$ cat src/rtl/sync_fifo_flags_if.sv
// Producer/consumer handshake bundle for sync_fifo_flags.
// master drives requests and write data; slave is the FIFO side.
interface sync_fifo_flags_if #(
    parameter int DATA_WIDTH = 8,
    parameter int DEPTH      = 8
);
    localparam int CW = $clog2(DEPTH + 1);

    logic                  w_en;
    logic                  r_en;
    logic                  flush;
    logic                  clr_err;
    logic [DATA_WIDTH-1:0] data_in;
    logic [DATA_WIDTH-1:0] data_out;
    logic                  full;
    logic                  empty;
    logic                  almost_full;
    logic                  almost_empty;
    logic [CW-1:0]         count;
    logic                  overflow;
    logic                  underflow;

    modport master (
        output w_en, r_en, flush, clr_err, data_in,
        input  data_out, full, empty, almost_full, almost_empty, count, overflow, underflow
    );

    modport slave (
        input  w_en, r_en, flush, clr_err, data_in,
        output data_out, full, empty, almost_full, almost_empty, count, overflow, underflow
    );
endinterface

$ cat src/rtl/sync_fifo_flags.sv
// Single-clock FIFO with registered occupancy count, programmable almost flags,
// sticky overflow/underflow, synchronous flush and optional first-word-fall-through.
module sync_fifo_flags #(
    parameter int DATA_WIDTH = 8,
    parameter int DEPTH      = 8,
    parameter int AF_LEVEL   = DEPTH - 2,
    parameter int AE_LEVEL   = 2,
    parameter int FWFT       = 0
) (
    input  logic              clk,
    input  logic              rst_n,
    sync_fifo_flags_if.slave  bus
);
    localparam int CW = $clog2(DEPTH + 1);
    localparam int PW = (DEPTH > 1) ? $clog2(DEPTH) : 1;
    localparam logic [PW-1:0] LAST_PTR = PW'(DEPTH - 1);
    localparam logic [CW-1:0] FULL_CNT = CW'(DEPTH);
    localparam logic [CW-1:0] AF_CNT   = CW'(AF_LEVEL);
    localparam logic [CW-1:0] AE_CNT   = CW'(AE_LEVEL);

    logic [DATA_WIDTH-1:0] r_mem [DEPTH];
    logic [PW-1:0]         r_wr_ptr;
    logic [PW-1:0]         r_rd_ptr;
    logic [CW-1:0]         r_count;
    logic                  r_overflow;
    logic                  r_underflow;

    logic w_full;
    logic w_empty;
    logic w_do_rd;
    logic w_do_wr;
    logic w_ovf_set;
    logic w_unf_set;

    // Explicit wrap so non-power-of-two depths work.
    function automatic logic [PW-1:0] f_next(input logic [PW-1:0] p);
        return (p == LAST_PTR) ? '0 : PW'(p + 1'b1);
    endfunction

    always_comb begin
        w_full    = (r_count == FULL_CNT);
        w_empty   = (r_count == '0);
        w_do_rd   = bus.r_en & ~w_empty & ~bus.flush;
        w_do_wr   = bus.w_en & (~w_full | w_do_rd) & ~bus.flush;
        w_ovf_set = bus.w_en & ~w_do_wr & ~bus.flush;
        w_unf_set = bus.r_en & w_empty & ~bus.flush;
    end

    always_ff @(posedge clk) begin
        if (w_do_wr) r_mem[r_wr_ptr] <= bus.data_in;
    end

    always_ff @(posedge clk or negedge rst_n) begin
        if (!rst_n) begin
            r_wr_ptr    <= '0;
            r_rd_ptr    <= '0;
            r_count     <= '0;
            r_overflow  <= 1'b0;
            r_underflow <= 1'b0;
        end else begin
            if (bus.flush) begin
                r_wr_ptr <= '0;
                r_rd_ptr <= '0;
                r_count  <= '0;
            end else begin
                if (w_do_wr) r_wr_ptr <= f_next(r_wr_ptr);
                if (w_do_rd) r_rd_ptr <= f_next(r_rd_ptr);
                r_count <= r_count + CW'(w_do_wr) - CW'(w_do_rd);
            end
            // A coincident set condition beats clr_err.
            r_overflow  <= w_ovf_set | (r_overflow  & ~bus.clr_err);
            r_underflow <= w_unf_set | (r_underflow & ~bus.clr_err);
        end
    end

    generate
        if (FWFT != 0) begin : g_fwft
            assign bus.data_out = w_empty ? '0 : r_mem[r_rd_ptr];
        end else begin : g_reg
            logic [DATA_WIDTH-1:0] r_dout;
            always_ff @(posedge clk or negedge rst_n) begin
                if (!rst_n)       r_dout <= '0;
                else if (w_do_rd) r_dout <= r_mem[r_rd_ptr];
            end
            assign bus.data_out = r_dout;
        end
    endgenerate

    assign bus.full         = w_full;
    assign bus.empty        = w_empty;
    assign bus.almost_full  = (r_count >= AF_CNT);
    assign bus.almost_empty = (r_count <= AE_CNT);
    assign bus.count        = r_count;
    assign bus.overflow     = r_overflow;
    assign bus.underflow    = r_underflow;
endmodule

$ cat src/flat_wrapper.sv
// flat-port wrapper written by rule: the top's interface ports become plain ports
module sync_fifo_flags_flat 
#(
    parameter int DATA_WIDTH = 8,
    parameter int DEPTH      = 8,
    parameter int AF_LEVEL   = DEPTH - 2,
    parameter int AE_LEVEL   = 2,
    parameter int FWFT       = 0
)
  (clk, rst_n, bus_w_en, bus_r_en, bus_flush, bus_clr_err, bus_data_in, bus_data_out, bus_full, bus_empty, bus_almost_full, bus_almost_empty, bus_count, bus_overflow, bus_underflow);
  sync_fifo_flags_if #(.DATA_WIDTH(DATA_WIDTH), .DEPTH(DEPTH)) bus_i ();
  input  logic clk;
  input  logic rst_n;
  input wire logic [$bits(bus_i.w_en)-1:0] bus_w_en;
  input wire logic [$bits(bus_i.r_en)-1:0] bus_r_en;
  input wire logic [$bits(bus_i.flush)-1:0] bus_flush;
  input wire logic [$bits(bus_i.clr_err)-1:0] bus_clr_err;
  input wire logic [$bits(bus_i.data_in)-1:0] bus_data_in;
  output wire logic [$bits(bus_i.data_out)-1:0] bus_data_out;
  output wire logic [$bits(bus_i.full)-1:0] bus_full;
  output wire logic [$bits(bus_i.empty)-1:0] bus_empty;
  output wire logic [$bits(bus_i.almost_full)-1:0] bus_almost_full;
  output wire logic [$bits(bus_i.almost_empty)-1:0] bus_almost_empty;
  output wire logic [$bits(bus_i.count)-1:0] bus_count;
  output wire logic [$bits(bus_i.overflow)-1:0] bus_overflow;
  output wire logic [$bits(bus_i.underflow)-1:0] bus_underflow;
  assign bus_i.w_en = bus_w_en;
  assign bus_i.r_en = bus_r_en;
  assign bus_i.flush = bus_flush;
  assign bus_i.clr_err = bus_clr_err;
  assign bus_i.data_in = bus_data_in;
  assign bus_data_out = bus_i.data_out;
  assign bus_full = bus_i.full;
  assign bus_empty = bus_i.empty;
  assign bus_almost_full = bus_i.almost_full;
  assign bus_almost_empty = bus_i.almost_empty;
  assign bus_count = bus_i.count;
  assign bus_overflow = bus_i.overflow;
  assign bus_underflow = bus_i.underflow;
  sync_fifo_flags #(.DATA_WIDTH(DATA_WIDTH), .DEPTH(DEPTH), .AF_LEVEL(AF_LEVEL), .AE_LEVEL(AE_LEVEL), .FWFT(FWFT)) u_core (.clk(clk), .rst_n(rst_n), .bus(bus_i));
endmodule
$ cat config.mk
export PLATFORM = sky130hd
export DESIGN_NAME = sync_fifo_flags_flat
export DESIGN_NICKNAME = d
export VERILOG_FILES = /design/src/rtl/sync_fifo_flags_if.sv /design/src/rtl/sync_fifo_flags.sv /design/src/flat_wrapper.sv
export SDC_FILE = /design/constraint.sdc
export NUM_CORES = 1
export LEC_CHECK = 0
export CAP_MARGIN = 20
export CELL_PAD_IN_SITES_DETAIL_PLACEMENT = 1
export CELL_PAD_IN_SITES_GLOBAL_PLACEMENT = 1
export CORE_AREA = 2 2 75 112
export CTS_CLUSTER_DIAMETER = 200
export DETAILED_ROUTE_END_ITERATION = 8
export DIE_AREA = 0 0 77 114
export PLACE_DENSITY_LB_ADDON = 0.05
export SLEW_MARGIN = 10
export SYNTH_ARGS = -nofsm -noshare
export SYNTH_HDL_FRONTEND = slang
export SYNTH_SLANG_ARGS = --single-unit
export TNS_END_PERCENT = 50
$ cat constraint.sdc
create_clock -name clk -period 3.3 [get_ports clk]
set_input_delay 0.66 -clock clk [delete_from_list [all_inputs] [get_ports clk]]
set_output_delay 0.66 -clock clk [all_outputs]
set_load 0.1 [all_outputs]
## Yosys cells after proc, flatten, opt, wreduce, memory -nomap -nowiden

Memory sizes are Yosys's and may differ from the RTL's. A register that Yosys moved wholly into a read port is not among the register bits.
Index checks and enable logic that the tools add are counted.
W data, S select, Z words.

| storage, ports and cells | value |
|---|---|
| flip-flop bits (word level) | 12 |
| latch bits | 0 |
| bits in writable memories | 64 |
| memory bits (read-only) | 0 |
| output and inout bits | 18 |
| logic and storage cells | 46 |
| memories kept | 1 |

| operators by class | value |
|---|---|
| add/sub/neg operators | 4 |
| multipliers | 0 |
| div/mod/pow operators | 0 |
| order comparisons | 2 |
| equality and inequality tests | 3 |
| shift-type cells | 0 |
| mux-type cells | 9 |
| bitwise gates (word level) | 18 |
| reductions and logical operators | 4 |

Memories:

| name | depth | bits a word | read ports | clocked after memory_dff | wr ports | RTL line | source |
|---|---|---|---|---|---|---|---|
| u_core.r_mem | 8 | 8 | 1 | 1 | 1 | sync_fifo_flags.sv:21 | `logic [DATA_WIDTH-1:0] r_mem [DEPTH];` |

Operator list:

| kind | number |
|---|---|
| $mux W3 | 6 |
| $and A1 B1 Y1 | 10 |
| $add A3 B1 Y3 const B | 2 |
| $eq A3 B3 Y1 const B | 2 |
| $not A1 Y1 | 5 |
| $add A4 B1 Y4 | 1 |
| $eq A4 B4 Y1 const B | 1 |
| $ge A4 B3 Y1 const B | 1 |
| $le A4 B2 Y1 const B | 1 |
| $logic_not A4 Y1 | 1 |
| $mux W4 | 1 |
| $reduce_bool A2 Y1 | 2 |
| $sub A4 B1 Y4 | 1 |
| $or A1 B1 Y1 | 3 |
| $mux W1 | 2 |
| $logic_not A1 Y1 | 1 |

## Logic depth before layout (Yosys ltp)

| logic depth | value |
|---|---|
| depth after elaboration | 11 |
| mapped depth | 12 |
| depth with buffers taken out | 12 |

## Least setup slack after synthesis

No wires, ideal clock.

| timing path | value |
|---|---|
| path kind | register to register |
| start point | register u_core.r_count[3], in the netlist u_core.bus.count[3] |
| end point | register u_core.r_count[2], in the netlist u_core.bus.count[2] |
| arrival time | 4620 ps |
| required time | 3167 ps |
| slack | -1453 ps |
| stages on the path, launching flop included | 8 |
| path buffers | 0 |
| cell sequence | dfrtp_1 > ha_1 > nor3b_1 > a21oi_1 > ha_1 > fa_1 > xnor2_1 > nor2_1 |

RTL lines:

| what | RTL line | source |
|---|---|---|
| start, declared | sync_fifo_flags.sv:24 | `logic [CW-1:0] r_count;` |
| start signal, assigned | sync_fifo_flags.sv:68 | `r_count <= r_count + CW'(w_do_wr) - CW'(w_do_rd);` |
| $eq A4 B4 Y1 | sync_fifo_flags.sv:41 | `w_full = (r_count == FULL_CNT);` |
| net bus_full | flat_wrapper.sv:20 | `output wire logic [$bits(bus_i.full)-1:0] bus_full;` |
| $not A1 Y1 | sync_fifo_flags.sv:44 | `w_do_wr = bus.w_en & (~w_full \| w_do_rd) & ~bus.flush;` |
| $or A1 B1 Y1 | sync_fifo_flags.sv:44 |  |
| $and A1 B1 Y1 (2 in series) | sync_fifo_flags.sv:44 |  |
| $add A4 B1 Y4 | sync_fifo_flags.sv:68 |  |
| $sub A4 B1 Y4 | sync_fifo_flags.sv:68 |  |
| $mux W4 | sync_fifo_flags.sv:61 | `if (bus.flush) begin` |

The timed path passes the listed nets, and every way through them passes these cells.
A chain may end at the register's enable or synchronous reset.

## Worst setup path after layout

| timing path | value |
|---|---|
| start point | register u_core.r_count[2], in the netlist u_core.bus.count[2] |
| end point | output port bus_empty |

| on the way | value |
|---|---|
| word-level cells in the longest chain between the ends | 1 |

RTL lines:

| what | RTL line | source |
|---|---|---|
| $logic_not A4 Y1 | sync_fifo_flags.sv:42 | `w_empty = (r_count == '0);` |
| end, declared | flat_wrapper.sv:21 | `output wire logic [$bits(bus_i.empty)-1:0] bus_empty;` |

Every way passes these cells.

==> results by group <==
GRT
  – Largest net degree at the start of global routing: 21
  – Initial antenna violation count: 0
  – Global-route usage over all layers: 0.2013
  – GRT overflow: 0
  – First-pass GRT wire length: 12,590 um
  – Vias in the first global route: 2,296

Worst setup path
  – Worst R2R Path Depth: 11
  – FF-to-FF Start: u_core.bus.count[2]
  – Critical Path Stages: 6
  – CP Capture Type: primary output
  – Startpoint Class: flip-flop
  – Crit path required time: 2.64 ns
  – Worst path slowest cell: or3b_1
  – CP Max Fanout: 9
  – CP cell instances: inv_1, ha_1, or3b_1, clkinv_2, buf_4, buf_4
  – CP Data Arrival Time: 2.19 ns
  – Critical R2R Capture: u_core.bus.count[2]
  – Max stage delay on crit path: 0.47 ns
  – Buffers and inverters on the worst path: 4
  – FF-to-FF setup slack: 0.64 ns
  – Crit path max-delay family: buffers and inverters
  – Most frequent CP cell: buf_4
  – CP Class: reg -> out

Timing
  – Slew Limit Fails: 0
  – Hold Worst Slack: 0.5067 ns
  – Fmax: 350.6 MHz
  – RSZ-0062 raised after global routing: no
  – Period utilisation layout: 0.8643
  – Least-Margin Pin Slew: 0.9349 ns
  – Clock Skews: 0.005272 ns
  – Setup TNS Final: 0 ns
  – Post-layout minimum cycle time: 2.852 ns
  – Fin. Hold Viols: 0
  – Setup violators final: 0
  – Relative slew margins: 0.3767

Place
  – Dpl hpwl: 5485 um
  – # port buffers: 31
  – Area of placed instances: 0.004051 sq mm
  – Placed cell count: 389
  – Final RePlAce weighted congestion: 0.7253

Layout
  – Sequential standard cell area: 0.002426 sq mm
  – Fraction of layout cells with a size suffix above 1: 0.1733
  – Fillers: 826
  – Final instance area: 0.004315 sq mm
  – Post-layout nets: 323
  – Area grow syn2layout: 20.89%
  – Util after Layout: 0.5457
  – Footprint of the multi-input gates: 0.001089 sq mm
  – Final non-filler cell total: 405
  – Most common cell after layout, fill and taps aside: edfxtp_1
  – Diode count: 0
  – Most frequent cells in the layout: edfxtp_1 (64), mux2i_1 (32), buf_4 (32)

Detailed routing
  – Detailed-route wire length per cell: 19.92 um
  – Vias per cell: 5.400
  – Routed wire length: 8068 um
  – Post-route DRC: 0
  – Drt first pass iters: 4
  – Initial drt markers: 133
  – Via count: 2,187
  – Antenna violation net count after detailed routing: 0

Clock tree
  – H-tree lvl count: 3
  – Clk buf depth: 2
  – Postcts setup bufs: 0
  – Post-CTS sizing: 0
  – Cts bufs inserted: 9
  – TritonCTS clock tree: built
  – Cts-stage hold buffer count: 0
  – Clock slew at reported path FFs: 0.06 ns
  – Root buf cell: clkbuf_16
  – Clock sinks: 84
  – Clock insertion delay at the later pin of the skew report: 0.33 ns

Logic synthesis
  – Seq/Total Area, Yosys: 0.6786
  – Post-Synthesis Cells: 248
  – Synthesis warning total: 0
  – Mapped Area: 0.003570 sq mm
  – Yosys reg bits: 84
  – Synth Net Count: 276
  – Syn Area/Cell: 14.39 sq um
  – Yosys top cell area share: 0.5384
  – Top cells by area, synth: edfxtp_1 (54%), dfrtp_1 (14%), mux2i_1 (9.0%), ha_1 (4.6%), a22oi_1 (3.4%)
  – Synth area leader: edfxtp_1
  – Post-synth cell types: 33

Die
  – Std cell rows: 40
  – Die width: 77 um
  – Die area: 0.008778 sq mm
  – Core footprint: 0.007908 sq mm
  – Die Ht: 114 um
  – IO Count: 32
  – Initial Util: 0.4514

Job
  – Number of max-cap violations: 0

Power and ir drop
  – Power Density: 890.4 mW/mm^2
  – Maximum vdd drop: 0.5961 mV
  – Pleak: 1.615 nW

Worst hold path
  – Worst hold path depth: 2
  – Hold Path End: u_core.bus.data_out[7]
  – Worst hold path class: reg -> reg
  – Worst Hold Launch: u_core.bus.data_out[7]

Outcome
  – Outcome: completed
==> flip-flops by register name, summed over array words and instances (netlist names) <==
register,cells
u_core.bus.count,4
u_core.bus.data_out,8
u_core.bus.overflow,1
u_core.bus.underflow,1
u_core.r_mem,64
u_core.r_rd_ptr,3
u_core.r_wr_ptr,3
==> cells by family (layout without fill, tap and decap cells) <==
group	after synthesis	after routing	synth area share
AND/OR/NAND/NOR	60	60	0.08377
XOR/XNOR	2	2	0.004908
multiplexers	33	33	0.09289
adder cells (fa/ha/maj)	14	14	0.05118
AO/OA/AOI/OAI	37	37	0.06835
flip-flops	84	84	0.6786
buffers and inverters	18	70	0.02033
==> layout make-up <==
type / count / area share
multi-input cells: 146 / 0.2522
repair buffers: 45 / 0.08582
inverters: 9 / 0.008118
clock buffers: 13 / 0.05799
clock inverters: 3 / 0.003189
flip-flops and latches: 84 / 0.5622
well taps: 105 / 0.03044
==> per-stage QoR <==
step	setup WS, ns	power, W
after floorplan	0.03251	0.002588
after global placement	0.4954	0.002960
after detailed placement	0.4904	0.002989
after CTS	0.4123	0.003884
after global routing	0.3482	0.004027
final	0.4477	0.003842
==> worst max-delay path by stage <==
stage | slack, ns | startpoint | end
floorplan | 0.03 | u_core.bus.count[2] | u_core.bus.count[1]
global placement | 0.50 | bus_flush | u_core.bus.count[1]
detailed placement | 0.49 | bus_r_en | u_core.bus.count[1]
CTS | 0.41 | u_core.bus.count[2] | bus_empty
global route | 0.35 | u_core.bus.count[2] | bus_empty
finish | 0.45 | u_core.bus.count[2] | bus_empty
==> worst reg2reg max path: stages (launching register included) <==
cell and delay [ns]:
dfrtp_2 0.43, inv_1 0.14, ha_1 0.24, or3b_1 0.47, clkinv_2 0.10, nor2_2 0.05
ha_1 0.26, inv_1 0.04, ha_1 0.22, fa_1 0.38, xnor2_1 0.16, nor2_1 0.06
==> synth_stat cells <==
cell type / count
a21bo_1: 1
a21o_1: 1
a21oi_1: 7
a21oi_2: 1
a221o_1: 1
a22oi_1: 16
and2_0: 1
buf_1: 4
buf_2: 4
clkbuf_1: 1
clkinv_1: 1
dfrtp_1: 20
edfxtp_1: 64
fa_1: 1
ha_1: 13
inv_1: 8
mux2_2: 1
mux2i_1: 32
nand2_1: 20
nand2b_1: 2
nand3_1: 11
nand4b_1: 1
nor2_1: 9
nor2b_1: 5
nor3_1: 2
nor3b_1: 1
nor4_1: 2
o21ai_0: 8
o22ai_1: 2
or2b_1: 1
or3_1: 2
or3b_1: 3
xnor2_1: 2
==> layer usage <==
layer	global-route usage	part of all wire	vias up	wire (um)
met2	0.3708	0.56	32	4515
met3	0.04747	0.029	11	237
met5	0	0	-	0
met1	0.2273	0.40	1123	3193
li1	-	-	1021	-
met4	0.07024	0.015	0	122
==> power by group <==
group | internal (W) | switching [W]
logic | 0.000432 | 0.00115
clock network | 0.000525 | 0.000372
registers | 0.00125 | 0.000112
(Power assumes the default switching activity.)
==> patch: new RTL, same settings <==
`FWFT` is set to 0 in 2 places; all go to 1.
--- a/src/rtl/sync_fifo_flags.sv
+++ b/src/rtl/sync_fifo_flags.sv
@@ -7,3 +7,3 @@
     parameter int AE_LEVEL   = 2,
-    parameter int FWFT       = 0
+    parameter int FWFT       = 1
 ) (
--- a/src/flat_wrapper.sv
+++ b/src/flat_wrapper.sv
@@ -7,3 +7,3 @@
     parameter int AE_LEVEL   = 2,
-    parameter int FWFT       = 0
+    parameter int FWFT       = 1
 )
Behaviour: not the same (Yosys sat finds a counterexample within 4 cycles, from zero or initial values and one cycle with rst_n low).
==> patch against the original RTL <==
Synthesized area decreased by 7.9%; synthesized cell count shrank 23%; sequential power fell by 13%; count of clock-buffer cells in the layout shrank 3; non-clock buffer count decreased by 3; worst setup slack worse by 0.32 ns; largest cell class unchanged; sequential cell count fell by 8; wire length is 12% lower; clock skew grew 0.00096 ns; total power increased by 5.6%; final area decreased by 4.3%; register-to-register slack worse by 0.13 ns; first-iteration DRC count decreased by 23%.
==> patch: results (changes against the original RTL) <==
| Metric | Value |
|---|---|
| Status | finished, final reports clean |
| Asr flop ratio synth | 15.8% (-8.0 points) |
| WL met1 | 2810 um (-12%) |
| Synth top cells by count | edfxtp_1, mux4_2, ha_1 |
| Met2 Track Usage GR | 31.6% (-5.4 points) |
| Register area share after synthesis | 67.6% (-0.25 points) |
| Crit path max fanout | 8 (-1) |
| Synth Area in Compound Gates | 4.87% (-2.0 points) |
| Drt first-iter violations | 102 (-23%) |
| Layout Cells excl Fill | 346 (-15%) |
| FILL cells | 783 (-5.2%) |
| Largest cells by area after synthesis | edfxtp_1, mux4_2, dfrtp_1 |
| Worst slew pin tran | 0.839 ns (-0.0955 ns) |
| Drt total wl | 7080 um (-12%) |
| Post-Synth XOR/XNOR Area | 0.266% (-0.22 points) |
| CP arrival | 2.51 ns (+0.32 ns) |
| Flop2flop setup slack | 0.51 ns (-0.13 ns) |
| Synthesized instance count | 190 (-23%) |
| Flop pwr share | 29.1% (-6.3 points) |
| Nets@finish | 264 (-18%) |
| Seq. pwr | 1.18 mW (-13%) |
| Layout cells sized above 1 | 31.5% (+14 points) |
| Cell internal pwr | 2.34 mW (+6.0%) |
| RR Endpoint | u_core.bus.count[3]$_DFF_PN0_ |
| Placed instance area | 3850 um2 (-5.1%) |
| GR met1 Demand/Resource | 19.9% (-2.8 points) |
| Routed wl met3 | 195 um (-18%) |
==> patch: cell types whose count changed after synthesis, sizes merged, moves of 4 or more <==
cell   unedited run  this run
nand3            11         2
dfrtp            20        12
nand2            20         4
a22oi            16         0
mux4              0        16
a21oi             8         4
mux2i            32         2
a22o              0         9
==> patch: how the worst min path moves through the flow <==
stage                                              start                             end  slack (ns)  cells after the start
after global placement    u_core.bus.underflow$_DFF_PN0_  u_core.bus.underflow$_DFF_PN0_        0.50                      1
after floorplan                                    rst_n   u_core.bus.count[0]$_DFF_PN0_        0.36                      0
after global routing      u_core.bus.underflow$_DFF_PN0_  u_core.bus.underflow$_DFF_PN0_        0.54                      1
final                     u_core.bus.underflow$_DFF_PN0_  u_core.bus.underflow$_DFF_PN0_        0.52                      1
after detailed placement  u_core.bus.underflow$_DFF_PN0_  u_core.bus.underflow$_DFF_PN0_        0.49                      1
after CTS                 u_core.bus.underflow$_DFF_PN0_  u_core.bus.underflow$_DFF_PN0_        0.51                      1
==> patch: final cells by class <==
| class | count | area [um2] | share of cell area, % |
|---|---|---|---|
| Inverter | 10 | 41.3 | 1.00 |
| Clock buffer | 10 | 229 | 5.54 |
| Multi-Input combinational cell | 97 | 1000 | 24.2 |
| Timing Repair Buffer | 42 | 448 | 10.8 |
| Tap cell | 105 | 131 | 3.18 |
| Sequential cell | 76 | 2220 | 53.9 |
| Clock inverter | 6 | 55.1 | 1.33 |
==> patch: critical path: cells and delay by family, from the launching register on <==
kind | cells | cell delay, ns
and+or+nand+nor | 2 | 0.86
DFF | 1 | 0.43
AOI/OAI and AO/OA | 1 | 0.37
buffers and inverters | 2 | 0.30
adders and majority gates | 1 | 0.22
